<file path="config.mk">
export PLATFORM = sky130hd
export DESIGN_NAME = inst_buffer_flow_ctrl
export DESIGN_NICKNAME = d
export VERILOG_FILES = /design/src/rtl/inst_buffer_flow_ctrl_pkg.sv /design/src/rtl/lane_compact_offset.sv /design/src/rtl/inst_buffer_flow_ctrl.sv
export SDC_FILE = /design/constraint.sdc
export NUM_CORES = 1
export LEC_CHECK = 0
export ABC_AREA = 1
export BUFFER_PORTS_ARGS = -buffer_cell sky130_fd_sc_hd__buf_2
export CELL_PAD_IN_SITES_DETAIL_PLACEMENT = 1
export CELL_PAD_IN_SITES_GLOBAL_PLACEMENT = 1
export CORE_UTILIZATION = 39
export CTS_CLUSTER_SIZE = 8
export DETAILED_ROUTE_END_ITERATION = 8
export PLACE_DENSITY_LB_ADDON = 0.1
export SLEW_MARGIN = 20
export SYNTH_ARGS = -nofsm -noshare
export SYNTH_HDL_FRONTEND = slang
export SYNTH_HIERARCHICAL = 1
export SYNTH_SLANG_ARGS = --single-unit
</file>
<file path="constraint.sdc">
create_clock -name clk -period 3.5 [get_ports clk]
set_input_delay 0 -clock clk [delete_from_list [all_inputs] [get_ports clk]]
set_output_delay 0 -clock clk [all_outputs]
set_load 0.01 [all_outputs]
</file>
<file path="src/rtl/inst_buffer_flow_ctrl_pkg.sv">
// Shared sizing defaults and FSM encoding for the instruction-buffer flow controller.
// Pure declarations: no latency, no flow control.
package inst_buffer_flow_ctrl_pkg;

  localparam int IB_FETCH_WIDTH    = 8;
  localparam int IB_DISPATCH_WIDTH = 4;
  localparam int IB_DEPTH          = 32;
  localparam int IB_DEPTH_LOG      = 5;
  localparam int IB_FLUSH_BUBBLE   = 2;

  typedef enum logic {
    RUN     = 1'b0,
    RECOVER = 1'b1
  } ibState_e;

endpackage

</file>
<file path="src/rtl/lane_compact_offset.sv">
// Prefix popcount over a lane-valid vector: each lane's slot offset plus the total valid count.
// Purely combinational (0 cycles); no back-pressure, shared with the active-list allocator.
module lane_compact_offset
  import inst_buffer_flow_ctrl_pkg::*;
#(
  parameter int LANES = IB_FETCH_WIDTH,
  parameter int OFF_W = $clog2(LANES) + 1
) (
  input  logic [LANES-1:0]            laneVector,
  output logic [LANES-1:0][OFF_W-1:0] laneOffset,
  output logic [OFF_W-1:0]            laneTotal
);

  logic [OFF_W-1:0] runSum;

  // Lane k lands after every valid lane below it, so holes in the vector collapse.
  always_comb begin
    runSum     = '0;
    laneOffset = '0;
    for (int k = 0; k < LANES; k++) begin
      laneOffset[k] = runSum;
      runSum        = runSum + OFF_W'(laneVector[k]);
    end
    laneTotal = runSum;
  end

endmodule

</file>
<file path="src/rtl/inst_buffer_flow_ctrl.sv">
// Head/tail/occupancy control for the decode->dispatch instruction buffer; writes land 1 cycle before they are dispatchable.
// Fetch is held when a full bundle might not fit or during the post-flush bubble; dispatch waits on stall_i and a full group.
module inst_buffer_flow_ctrl
  import inst_buffer_flow_ctrl_pkg::*;
#(
  parameter int FETCH_WIDTH    = IB_FETCH_WIDTH,
  parameter int DISPATCH_WIDTH = IB_DISPATCH_WIDTH,
  parameter int DEPTH          = IB_DEPTH,
  parameter int DEPTH_LOG      = IB_DEPTH_LOG,
  parameter int FLUSH_BUBBLE   = IB_FLUSH_BUBBLE
) (
  input  logic                             clk,
  input  logic                             reset,
  input  logic                             flush_i,
  input  logic                             stall_i,
  input  logic                             decodeReady_i,
  input  logic [FETCH_WIDTH-1:0]           decodedVector_i,
  output logic [FETCH_WIDTH-1:0]           writeEnable_o,
  output logic [FETCH_WIDTH*DEPTH_LOG-1:0] writeAddr_o,
  output logic [DEPTH_LOG-1:0]             readAddrBase_o,
  output logic                             instBufferReady_o,
  output logic                             dispatch_o,
  output logic                             stallFetch_o,
  output logic [DEPTH_LOG:0]               instCount_o
);

  localparam int LANE_W = $clog2(FETCH_WIDTH) + 1;
  localparam int CNT_W  = DEPTH_LOG + 1;
  localparam int BUB_W  = (FLUSH_BUBBLE > 1) ? $clog2(FLUSH_BUBBLE) : 1;

  localparam logic [CNT_W-1:0]     STALL_LEVEL = CNT_W'(DEPTH - FETCH_WIDTH);
  localparam logic [CNT_W-1:0]     GROUP       = CNT_W'(DISPATCH_WIDTH);
  localparam logic [DEPTH_LOG-1:0] HEAD_STEP   = DEPTH_LOG'(DISPATCH_WIDTH);
  localparam logic [BUB_W-1:0]     BUB_LOAD    = BUB_W'(FLUSH_BUBBLE - 1);

  ibState_e             state, stateNext;
  logic [BUB_W-1:0]     bubbleCnt, bubbleCntNext;
  logic [DEPTH_LOG-1:0] head, tail;
  logic [CNT_W-1:0]     count;

  logic [FETCH_WIDTH-1:0][LANE_W-1:0] laneOffset;
  logic [LANE_W-1:0]                  laneTotal;
  logic                               accept;
  logic [CNT_W-1:0]                   nIn;

  lane_compact_offset #(
    .LANES (FETCH_WIDTH),
    .OFF_W (LANE_W)
  ) uLaneOffset (
    .laneVector (decodedVector_i),
    .laneOffset (laneOffset),
    .laneTotal  (laneTotal)
  );

  // Threshold leaves room for a whole bundle, so count can never pass DEPTH.
  assign stallFetch_o      = (state == RECOVER) | (count > STALL_LEVEL);
  // Reset also masks the write ports so nothing strobes the SRAM while held.
  assign accept            = reset & decodeReady_i & ~stallFetch_o & ~flush_i;
  assign writeEnable_o     = {FETCH_WIDTH{accept}} & decodedVector_i;
  assign nIn               = accept ? CNT_W'(laneTotal) : '0;

  assign instBufferReady_o = (state == RUN) & (count >= GROUP);
  assign dispatch_o        = instBufferReady_o & ~stall_i & ~flush_i;

  assign readAddrBase_o    = head;
  assign instCount_o       = count;

  always_comb begin
    writeAddr_o = '0;
    for (int k = 0; k < FETCH_WIDTH; k++) begin
      writeAddr_o[k*DEPTH_LOG +: DEPTH_LOG] = tail + DEPTH_LOG'(laneOffset[k]);
    end
  end

  always_comb begin
    stateNext     = state;
    bubbleCntNext = bubbleCnt;
    if (flush_i) begin
      stateNext     = RECOVER;
      bubbleCntNext = BUB_LOAD;
    end else if (state == RECOVER) begin
      if (bubbleCnt == '0) begin
        stateNext = RUN;
      end else begin
        bubbleCntNext = bubbleCnt - 1'b1;
      end
    end
  end

  always_ff @(posedge clk or negedge reset) begin
    if (!reset) begin
      state     <= RUN;
      bubbleCnt <= '0;
    end else begin
      state     <= stateNext;
      bubbleCnt <= bubbleCntNext;
    end
  end

  // A same-cycle write and dispatch is fine: the group read is already resident.
  always_ff @(posedge clk or negedge reset) begin
    if (!reset) begin
      head  <= '0;
      tail  <= '0;
      count <= '0;
    end else if (flush_i) begin
      head  <= '0;
      tail  <= '0;
      count <= '0;
    end else begin
      tail  <= tail + DEPTH_LOG'(nIn);
      if (dispatch_o) begin
        head <= head + HEAD_STEP;
      end
      count <= count + nIn - (dispatch_o ? GROUP : '0);
    end
  end

endmodule

</file>
==> results of run 1 <==
==> worst paths after layout <==
check | endpoint | slack, ps | cells after the start | start
max reg2reg | instCount_o[4] | 810 | 15 | instCount_o[5]
min | readAddrBase_o[4] | 30 | 4 | stall_i
min in group asynchronous | instCount_o[5] | 200 | 2 | reset
max | instCount_o[5] | 140 | 22 | decodedVector_i[0]
min reg2reg | bubbleCnt | 530 | 2 | bubbleCnt
max in group asynchronous | tail[2] | 3010 | 2 | reset
==> cell families after synthesis <==
kind of cell	after synthesis	share of synthesized area
AND/OR/NAND/NOR	155	0.247
XOR/XNOR	26	0.0776
AO/OA/AOI/OAI	38	0.0666
adder cells (fa/ha/maj)	69	0.323
flip-flops	16	0.137
other	2	0.00256
buffers and inverters	99	0.147
==> per-stage QoR <==
stage	TNS, ps	total power [W]	setup WS (ps)
floorplan	0	0.000811	9.46
global placement	-825	0.00109	-256
detailed placement	-1100	0.00113	-309
CTS	0	0.00132	5.68
global route	-53.6	0.00150	-47.3
finish	0	0.00135	143
==> flip-flops by register name, summed over array words and instances (netlist names) <==
name and flops:
bubbleCnt 1, instCount_o 6, readAddrBase_o 3, state 1, tail 5
==> synthesized netlist by cell type <==
cell and n:
a21oi_1 22, a21oi_2 1, a31oi_1 1, and3_1 1
buf_2 2, buf_4 13, buf_6 1, clkinv_1 1
conb_1 2, dfrtp_1 16, fa_1 11, ha_1 58
inv_1 79, inv_2 3, nand2_1 72, nand2_2 9
nand2_4 1, nand3_1 32, nand3_2 5, nand3_4 1
nand4_1 5, nor2_1 25, nor2_2 1, nor2_4 1
nor3_1 1, o21ai_0 14, or2_1 1, xnor2_1 9
xor2_1 17
==> final cells by class <==
cell class	count	area, sq um
Clock buffer	4	55.1
Fill cell	973	3450
Inverter	83	312
Multi-Input combinational cell	300	2290
Sequential cell	16	400
Tap cell	99	124
Timing Repair Buffer	105	626
==> power by group <==
group	internal, W	switching [W]
Combinational	0.000439	0.000508
Clock	0.0000999	0.0000660
Sequential	0.000209	0.0000311
Total	0.000748	0.000605
==> worst reg2reg max path, stage by stage, from the launching register on <==
cell and delay (ps):
dfrtp_1 420, inv_1 120, ha_1 160, o21ai_0 130, nand2_1 110, nand3_2 100
nor2_1 370, fa_1 480, inv_2 80, ha_4 210, nand2_1 60, nand2_1 60
a21oi_2 140, nand2_1 60, nand2_1 50, nor2_1 40
==> metal layers <==
metal / up-vias / track usage / wire length [um]
li1: 1462 / - / -
met1: 1393 / 0.268 / 3500
met2: 38 / 0.429 / 4510
met3: 4 / 0.00840 / 116
met4: 0 / 0.0264 / 28
met5: - / 0 / 0
==> what timing repair did <==
action,CTS,global route
endpoints found under the setup margin,2,4
hold endpoints to repair,20,0
pin swaps,0,17
gates resized for setup,2,15
buffers inserted,0,3
hold buffers,2,0
==> results.txt, run 1 <==
Flops & latches, synth - 16
Starting density of the core - 0.404
Crit path kind - input pin to flip-flop
Most area-consuming cells after synthesis - ha_1 25%, dfrtp_1 14%, inv_1 10%, nand2_1 9.2%, fa_1 7.5%
Row count - 31
Worst min path class - input pin to flip-flop
Gpl congestion - 0.818
Critical Path RT - 3650 ps
Final hold vios - 0
Min Hold Slack - 27.7 ps
Kind of cell adding the most delay to the critical path - adder cells
RSZ-0062 raised after global routing - yes
Total gr overflow - 0
Fin util - 0.525
Final Skew - 4.00 ps
Share of cells above drive strength 1 - 0.293
Static leakage - 2.31 nW
Router iterations before antenna repair - 4
First-pass GRT wire length - 13300 um
Via density - 4.77
CP endpoint kind - flip-flop
Clk root buf - clkbuf_8
Synth cell types - 29
Slowest CP cell - fa_2
Clock sinks - 16
Total GRT Usage - 0.218
Mapped Avg Cell Area - 7.24 sq um
Core region area - 7250 sq um
HPWL Detailed - 6840 um
Mean routed wirelength per cell - 13.4 um
CP Launch Type - input pin
Largest net degree at the start of global routing - 18
Worst VDD drop - 413 uV
Critical path fanouts, max - 5
TritonCTS clock tree - yes
Yosys warning total - 6
Worst-margin pin slew - 655 ps
Crit path largest cell delay - 600 ps
H-tree depth - 1
Via count - 2897
Design area - 3810 sq um
Die H - 88.7 um
Number of CTS-inserted buffers - 3
Total of max-cap violations - 0
Nets - 591
Area leader, netlist - ha_1
Commonest non-fill, non-tap cell in the layout - inv_1
Antenna Violating Nets Remaining - 0
Cell breakdown of the critical path - buf_8, fa_2, ha_4, ha_4, ha_4, inv_2, nand3_2, nand2_2, ha_4, ha_4, xnor2_2, nand4_1, fa_1, inv_2, ha_4, nand2_1, nor2_1, nand2_1, nand3_1, nand2_1, inv_1, nor2_1
Most frequent CP cell - ha_4
Crit share post-route - 0.959
Area after DPL - 3630 sq um
Most frequent cells in the layout - 76 x inv_1, 70 x buf_2, 69 x nand2_1, 48 x ha_1, 32 x buf_4
I/O pin total - 75
Post-Layout Cell Count - 607
Die width - 88.7 um
Clock transition at path regs - 70 ps
Initial DRC Count - 39
# DRC - 0
Final Setup Violations - 0
Post-Synthesis Cells - 405
Arr. time, crit path - 3510 ps
Worst Path Buf+Inv - 4
Area grow syn2layout - 29.8%
Post-synth top area share - 0.247
Drt total wl - 8150 um
Power Dens Cells - 355 nW/um^2
Relative slew slack - 0.563
Vias in the first global route - 2893
Sequential share of the synthesized area - 0.137
# diodes - 0
Insertion delay to the later sink of the worst-skew pair - 250 ps
Die Footprint - 7870 sq um
Min Clock Period, post-route - 3360 ps
Outcome - finished clean
# port buffers - 72
Post-Syn Area - 2930 sq um
Worst-case clock buffer depth - 2
Initial antenna violation count - 0
Placed cells - 598
Final slew viol count - 0
Max Fclk - 298 MHz
Power figures use the tool's default switching activity.
==> run 2, diff against run 1 <==
- clock period: 3.5 -> 3.7 ns (I/O delays scaled with it)
==> run 2 against run 1 <==
  * The run now ends with hold timing left
  * Flip-flop and latch count is the same
  * Utilization shrank 1.1 points
  * Clock power shrank 3%
  * Die area is the same
  * Clock-buffer cell count is the same
  * Non-clock buffer count shrank 7
  * Total power shrank 7.6%
  * Final cell count shrank 1.2%
  * Register-to-register slack gained 170 ps
  * Wire length shrank 2.8%
  * Critical path depth is the same
  * Critical endpoint unchanged
  * Largest power group unchanged
==> results.txt, run 2 (synthesis gave the netlist of run 1 again) <==
Outcome - finished, violations left
Failing checks - hold timing
Arr. time, crit path - 3620 ps
Static leakage - 2.27 nW
Max Fclk - 288 MHz
R2r endpoint - instCount_o[5]
Worst flop-to-flop path startpoint - instCount_o[5]
Area grow syn2layout - 27.2%
Mean routed wirelength per cell - 13.2 um
Met1 usage - 0.255
Reg2reg path depth - 15
Critical Path RT - 3850 ps
Critical path fanouts, max - 5
Power Dens Cells - 335 nW/um^2
WHS Endpoint - tail[1]
# DRC - 0
Worst min path class - input pin to flip-flop
Commonest non-fill, non-tap cell in the layout - inv_1
Worst-margin pin slew - 651 ps
R2R setup slack - 980 ps
Via count - 2876
Final Skew - 3.84 ps
First-pass GRT wire length - 13100 um
Initial antenna violation count - 0
Vias in the first global route - 2915
HPWL Detailed - 6690 um
Combinational Power Share - 0.690
Final slew viol count - 0
Gpl congestion - 0.798
Sw Pwr - 0.000564 W
Worst VDD drop - 303 uV
Busiest layer in global routing - met2
Die Footprint - 7870 sq um
Clock power share - 0.129
Antenna Violating Nets Remaining - 0
Switching part of the total power - 0.451
Die width - 88.7 um
Area after DPL - 3540 sq um
Share of cells above drive strength 1 - 0.285
Total gr overflow - 0
Final hold vios - 1
Hold Crit Depth - 2
Die H - 88.7 um
Core region area - 7250 sq um
Cell internal pwr - 0.000687 W
H-tree depth - 1
Relative slew slack - 0.566
CP Launch Type - input pin
TritonCTS clock tree - yes
Max reg flops - 6
M3 GR Usage - 0.00840
Worst-case clock buffer depth - 2
Design area - 3730 sq um
Crit share post-route - 0.938
# diodes - 0
# port buffers - 72
Insertion delay to the later sink of the worst-skew pair - 250 ps
Clk root buf - clkbuf_8
Largest net degree at the start of global routing - 18
Total of max-cap violations - 0
Final Setup Violations - 0
Router iterations before antenna repair - 4
Clock sinks - 16
Total GRT Usage - 0.212
Starting density of the core - 0.404
CP endpoint kind - flip-flop
Via density - 4.79
Initial DRC Count - 30
I/O pin total - 75
Nets - 584
Crit path kind - input pin to flip-flop
Met2 Use GR - 0.425
Drt total wl - 7920 um
Number of CTS-inserted buffers - 3
Most frequent cells in the layout - 78 x inv_1, 72 x buf_2, 65 x nand2_1, 49 x ha_1, 32 x nand3_1
Row count - 31
Part of the power in registers - 0.181
Min Hold Slack - -3.11 ps
Clock transition at path regs - 70 ps
Min Clock Period, post-route - 3470 ps
Hold path startpoint - flush_i
run 2: changes by cell type in the layout (fill, tap and decap cells not counted), sizes merged:
cell         change
buf              -6
dlygate4sd3      -1
run 2: critical path, cell delays in order:
cell and delay (ps):
buf_2 120, fa_2 600, ha_4 220, ha_4 280, ha_4 140, inv_1 50, nand3_1 90, nand2_2 80
ha_4 260, ha_4 160, xnor2_2 120, nand4_1 160, fa_1 540, inv_1 60, ha_4 280, nand2_1 70
nor2_2 90, nand2_1 70, nand3_1 80, nand2_1 50, inv_1 50, nor2_1 40
run 2: worst max-delay path by stage:
| stage | end | start | cells after the start | slack, ps |
|---|---|---|---|---|
| 4_1_cts | instCount_o[5] | decodedVector_i[2] | 20 | 40 |
| 3_5_place_dp | instCount_o[4] | decodedVector_i[0] | 19 | -370 |
| 5_1_grt | instCount_o[5] | decodedVector_i[1] | 27 | -20 |
| 3_3_place_gp | instCount_o[5] | decodedVector_i[0] | 20 | -270 |
| 2_1_floorplan | instCount_o[5] | decodedVector_i[0] | 19 | 60 |
| 6_report | instCount_o[5] | decodedVector_i[1] | 22 | 230 |
run 2: per-stage QoR:
step           setup TNS (ps)  setup WS (ps)  instances   util  power (W)
6_report                    0            229        600  0.514    0.00125
5_1_grt                 -18.0          -18.0        600  0.514    0.00139
4_1_cts                     0           37.9        599  0.503    0.00121
3_5_place_dp            -1410           -374        594  0.488    0.00103
3_3_place_gp             -868           -272        594  0.488    0.00100
2_1_floorplan               0           59.9        415      -   0.000738
run 2: layout make-up:
class	instances	area [sq um]
fillers	974	3520
repair buffers	98	558
inverters	83	312
flip-flops and latches	16	400
clock buffers	4	55.1
well taps	99	124
multi-input cells	300	2280
run 2: timing repair:
| item | CTS | global route |
|---|---|---|
| hold endpoints to repair | 16 | 0 |
| pin swaps | 1 | 10 |
| gates resized for setup | 4 | 16 |
| setup endpoints to repair | 3 | 4 |
| hold buffers | 1 | 0 |
| gates cloned | 0 | 0 |
| buffers inserted | 0 | 1 |
run 2: per-layer routing:
metal,vias up,routed length [um]
li1,1445,-
met1,1392,3450
met2,35,4350
met3,4,110
met4,0,20
met5,-,0
run 2: power groups by stage:
stage                     registers [W]  clock network, W  logic, W
after floorplan                0.000230                 0  0.000508
after global placement         0.000230                 0  0.000773
after detailed placement       0.000230                 0  0.000799
after CTS                      0.000227          0.000165  0.000821
after global routing           0.000231          0.000173  0.000990
final                          0.000226          0.000161  0.000863
==> run 3, diff against run 2 <==
- CORE_ASPECT_RATIO: not set -> 0.7
- SETUP_SLACK_MARGIN: not set -> 0.5
==> run 3 against run 2 <==
  * The run now ends clean
  * Die area about the same
  * Largest cell class unchanged
  * Wire length increased by 13%
  * Critical path depth decreased by 2
  * Clock power about the same
  * Highest routed layer unchanged
  * Hold slack improved by 36 ps
  * Combinational power increased by 10%
  * Critical path type unchanged
  * Critical endpoint unchanged
==> results.txt, run 3 (synthesis gave the netlist of run 1 again) <==
Outcome - finished clean
Total gr overflow - 0
Kind of cell adding the most delay to the critical path - adder cells
Number of CTS-inserted buffers - 3
Crit path largest cell delay - 610 ps
Final Setup Violations - 0
Commonest non-fill, non-tap cell in the layout - inv_1
Clock transition at path regs - 70 ps
Final slew viol count - 0
Nets - 584
Critical Path RT - 3860 ps
I/O pin total - 75
Register Area - 400 sq um
Relative slew slack - 0.587
# diodes - 0
Area grow syn2layout - 31.9%
Static leakage - 2.27 nW
Worst Path Buf+Inv - 3
Placed cells - 583
Largest net degree at the start of global routing - 18
Worst-case clock buffer depth - 2
Insertion delay to the later sink of the worst-skew pair - 260 ps
Crit share post-route - 0.945
Worst-margin pin slew - 618 ps
Initial DRC Count - 73
# port buffers - 72
Hold path startpoint - stall_i
Worst flop-to-flop path startpoint - instCount_o[4]
Antenna Violating Nets Remaining - 0
Mean routed wirelength per cell - 14.9 um
Die width - 106 um
Critical path fanouts, max - 5
Max Fclk - 286 MHz
Total of max-cap violations - 0
Gpl congestion - 0.799
Area of the multi-input gates - 2390 sq um
Min Clock Period, post-route - 3500 ps
Most frequent CP cell - ha_4
Arr. time, crit path - 3660 ps
Power Dens Cells - 348 nW/um^2
Max reg flops - 6
Worst VDD drop - 174 uV
Via count - 2940
Clock sinks - 16
CP endpoint kind - flip-flop
Clk root buf - clkbuf_8
Most frequent cells in the layout - 74 x inv_1, 70 x buf_2, 57 x nand2_1, 46 x ha_1, 29 x nand3_1
Final Skew - 9.60 ps
RSZ-0062 raised after global routing - yes
Pre-CTS WS - -158 ps
Core region area - 7290 sq um
Die Footprint - 7880 sq um
H-tree depth - 1
Drt total wl - 8950 um
First-pass GRT wire length - 14200 um
Share of cells above drive strength 1 - 0.329
Row count - 26
# DRC - 0
Slowest CP cell - fa_2
CP Launch Type - input pin
Setup WS post-layout - 204 ps
Setup crit start - decodedVector_i[2]
Post-Layout Cell Count - 599
Fillers - 962
Vias in the first global route - 2932
Worst min path class - input pin to flip-flop
Total GRT Usage - 0.230
Initial antenna violation count - 0
HPWL Detailed - 7320 um
Crit path kind - input pin to flip-flop
Die H - 74.6 um
Total Power - 0.00135 W
Final hold vios - 0
Via density - 4.91
Cell breakdown of the critical path - buf_8, fa_2, ha_4, ha_4, ha_4, ha_4, ha_4, ha_4, xnor2_2, nand4_1, fa_1, inv_2, ha_4, nand2_2, nor2_2, nand2_1, nand3_1, nand2_1, inv_1, nor2_1
Starting density of the core - 0.402
Setup TNS - 0 ps
Router iterations before antenna repair - 4
TritonCTS clock tree - yes
run 3: cell count changes in the layout (fill, tap and decap cells not counted), sizes merged:
cell and delta:
dlygate4sd3 +1, buf -1
run 3: final cells by class:
class | instances | area share
Inverter | 83 | 0.0812
Sequential cell | 16 | 0.104
Tap cell | 98 | 0.0317
Multi-Input combinational cell | 300 | 0.617
Clock buffer | 4 | 0.0142
Timing Repair Buffer | 98 | 0.152
run 3: path summary, 6_finish.rpt:
path	slack, ps	endpoint	cells past startpoint
worst min register to register	520	bubbleCnt	2
max in group asynchronous	3220	readAddrBase_o[4]	2
min in group asynchronous	190	instCount_o[5]	2
worst min-delay path	30	readAddrBase_o[4]	4
worst max register to register	870	instCount_o[2]	13
worst max-delay path	200	instCount_o[5]	20
run 3: repair_timing:
action                                 in CTS  in global routing
hold buffers                                2                  0
setup buffers                               5                  5
setup endpoints to repair                   6                  6
endpoints found under the hold margin      20                  0
resized for setup                          19                 27
pin swaps                                  15                 24
run 3: per-layer routing:
| metal | global-route usage | part of all wire | vias to the layer above |
|---|---|---|---|
| met5 | 0 | 0 | - |
| met4 | 0.0324 | 0.0095 | 0 |
| met3 | 0.0158 | 0.032 | 12 |
| met2 | 0.393 | 0.47 | 56 |
| met1 | 0.328 | 0.49 | 1416 |
| li1 | - | - | 1456 |
run 3: power breakdown:
group          internal, W  leakage [nW]  total [W]  switching, W
sequential        0.000198         0.213   0.000230     0.0000326
combinational     0.000422          2.03   0.000952      0.000530
clock            0.0000946        0.0288   0.000163     0.0000684
run 3: through the flow:
step | cell area, sq um | util | hold slack, ps
6_report | 3870 | 0.531 | 33.0
5_1_grt | 3870 | 0.531 | 67.4
4_1_cts | 3730 | 0.512 | 30.2
3_5_place_dp | 3530 | 0.484 | -49.3
3_3_place_gp | 3530 | 0.484 | -54.5
2_1_floorplan | 3060 | - | -296
run 3: worst register-to-register path, stage by stage, from the launching register on:
cell and delay (ps):
dfrtp_1 420, inv_1 170, ha_1 170, o21ai_0 120
nand2_1 110, nand3_2 90, nor2_1 390, fa_1 500
inv_2 80, ha_4 210, buf_4 140, buf_6 110
o21ai_2 150, a21oi_2 50
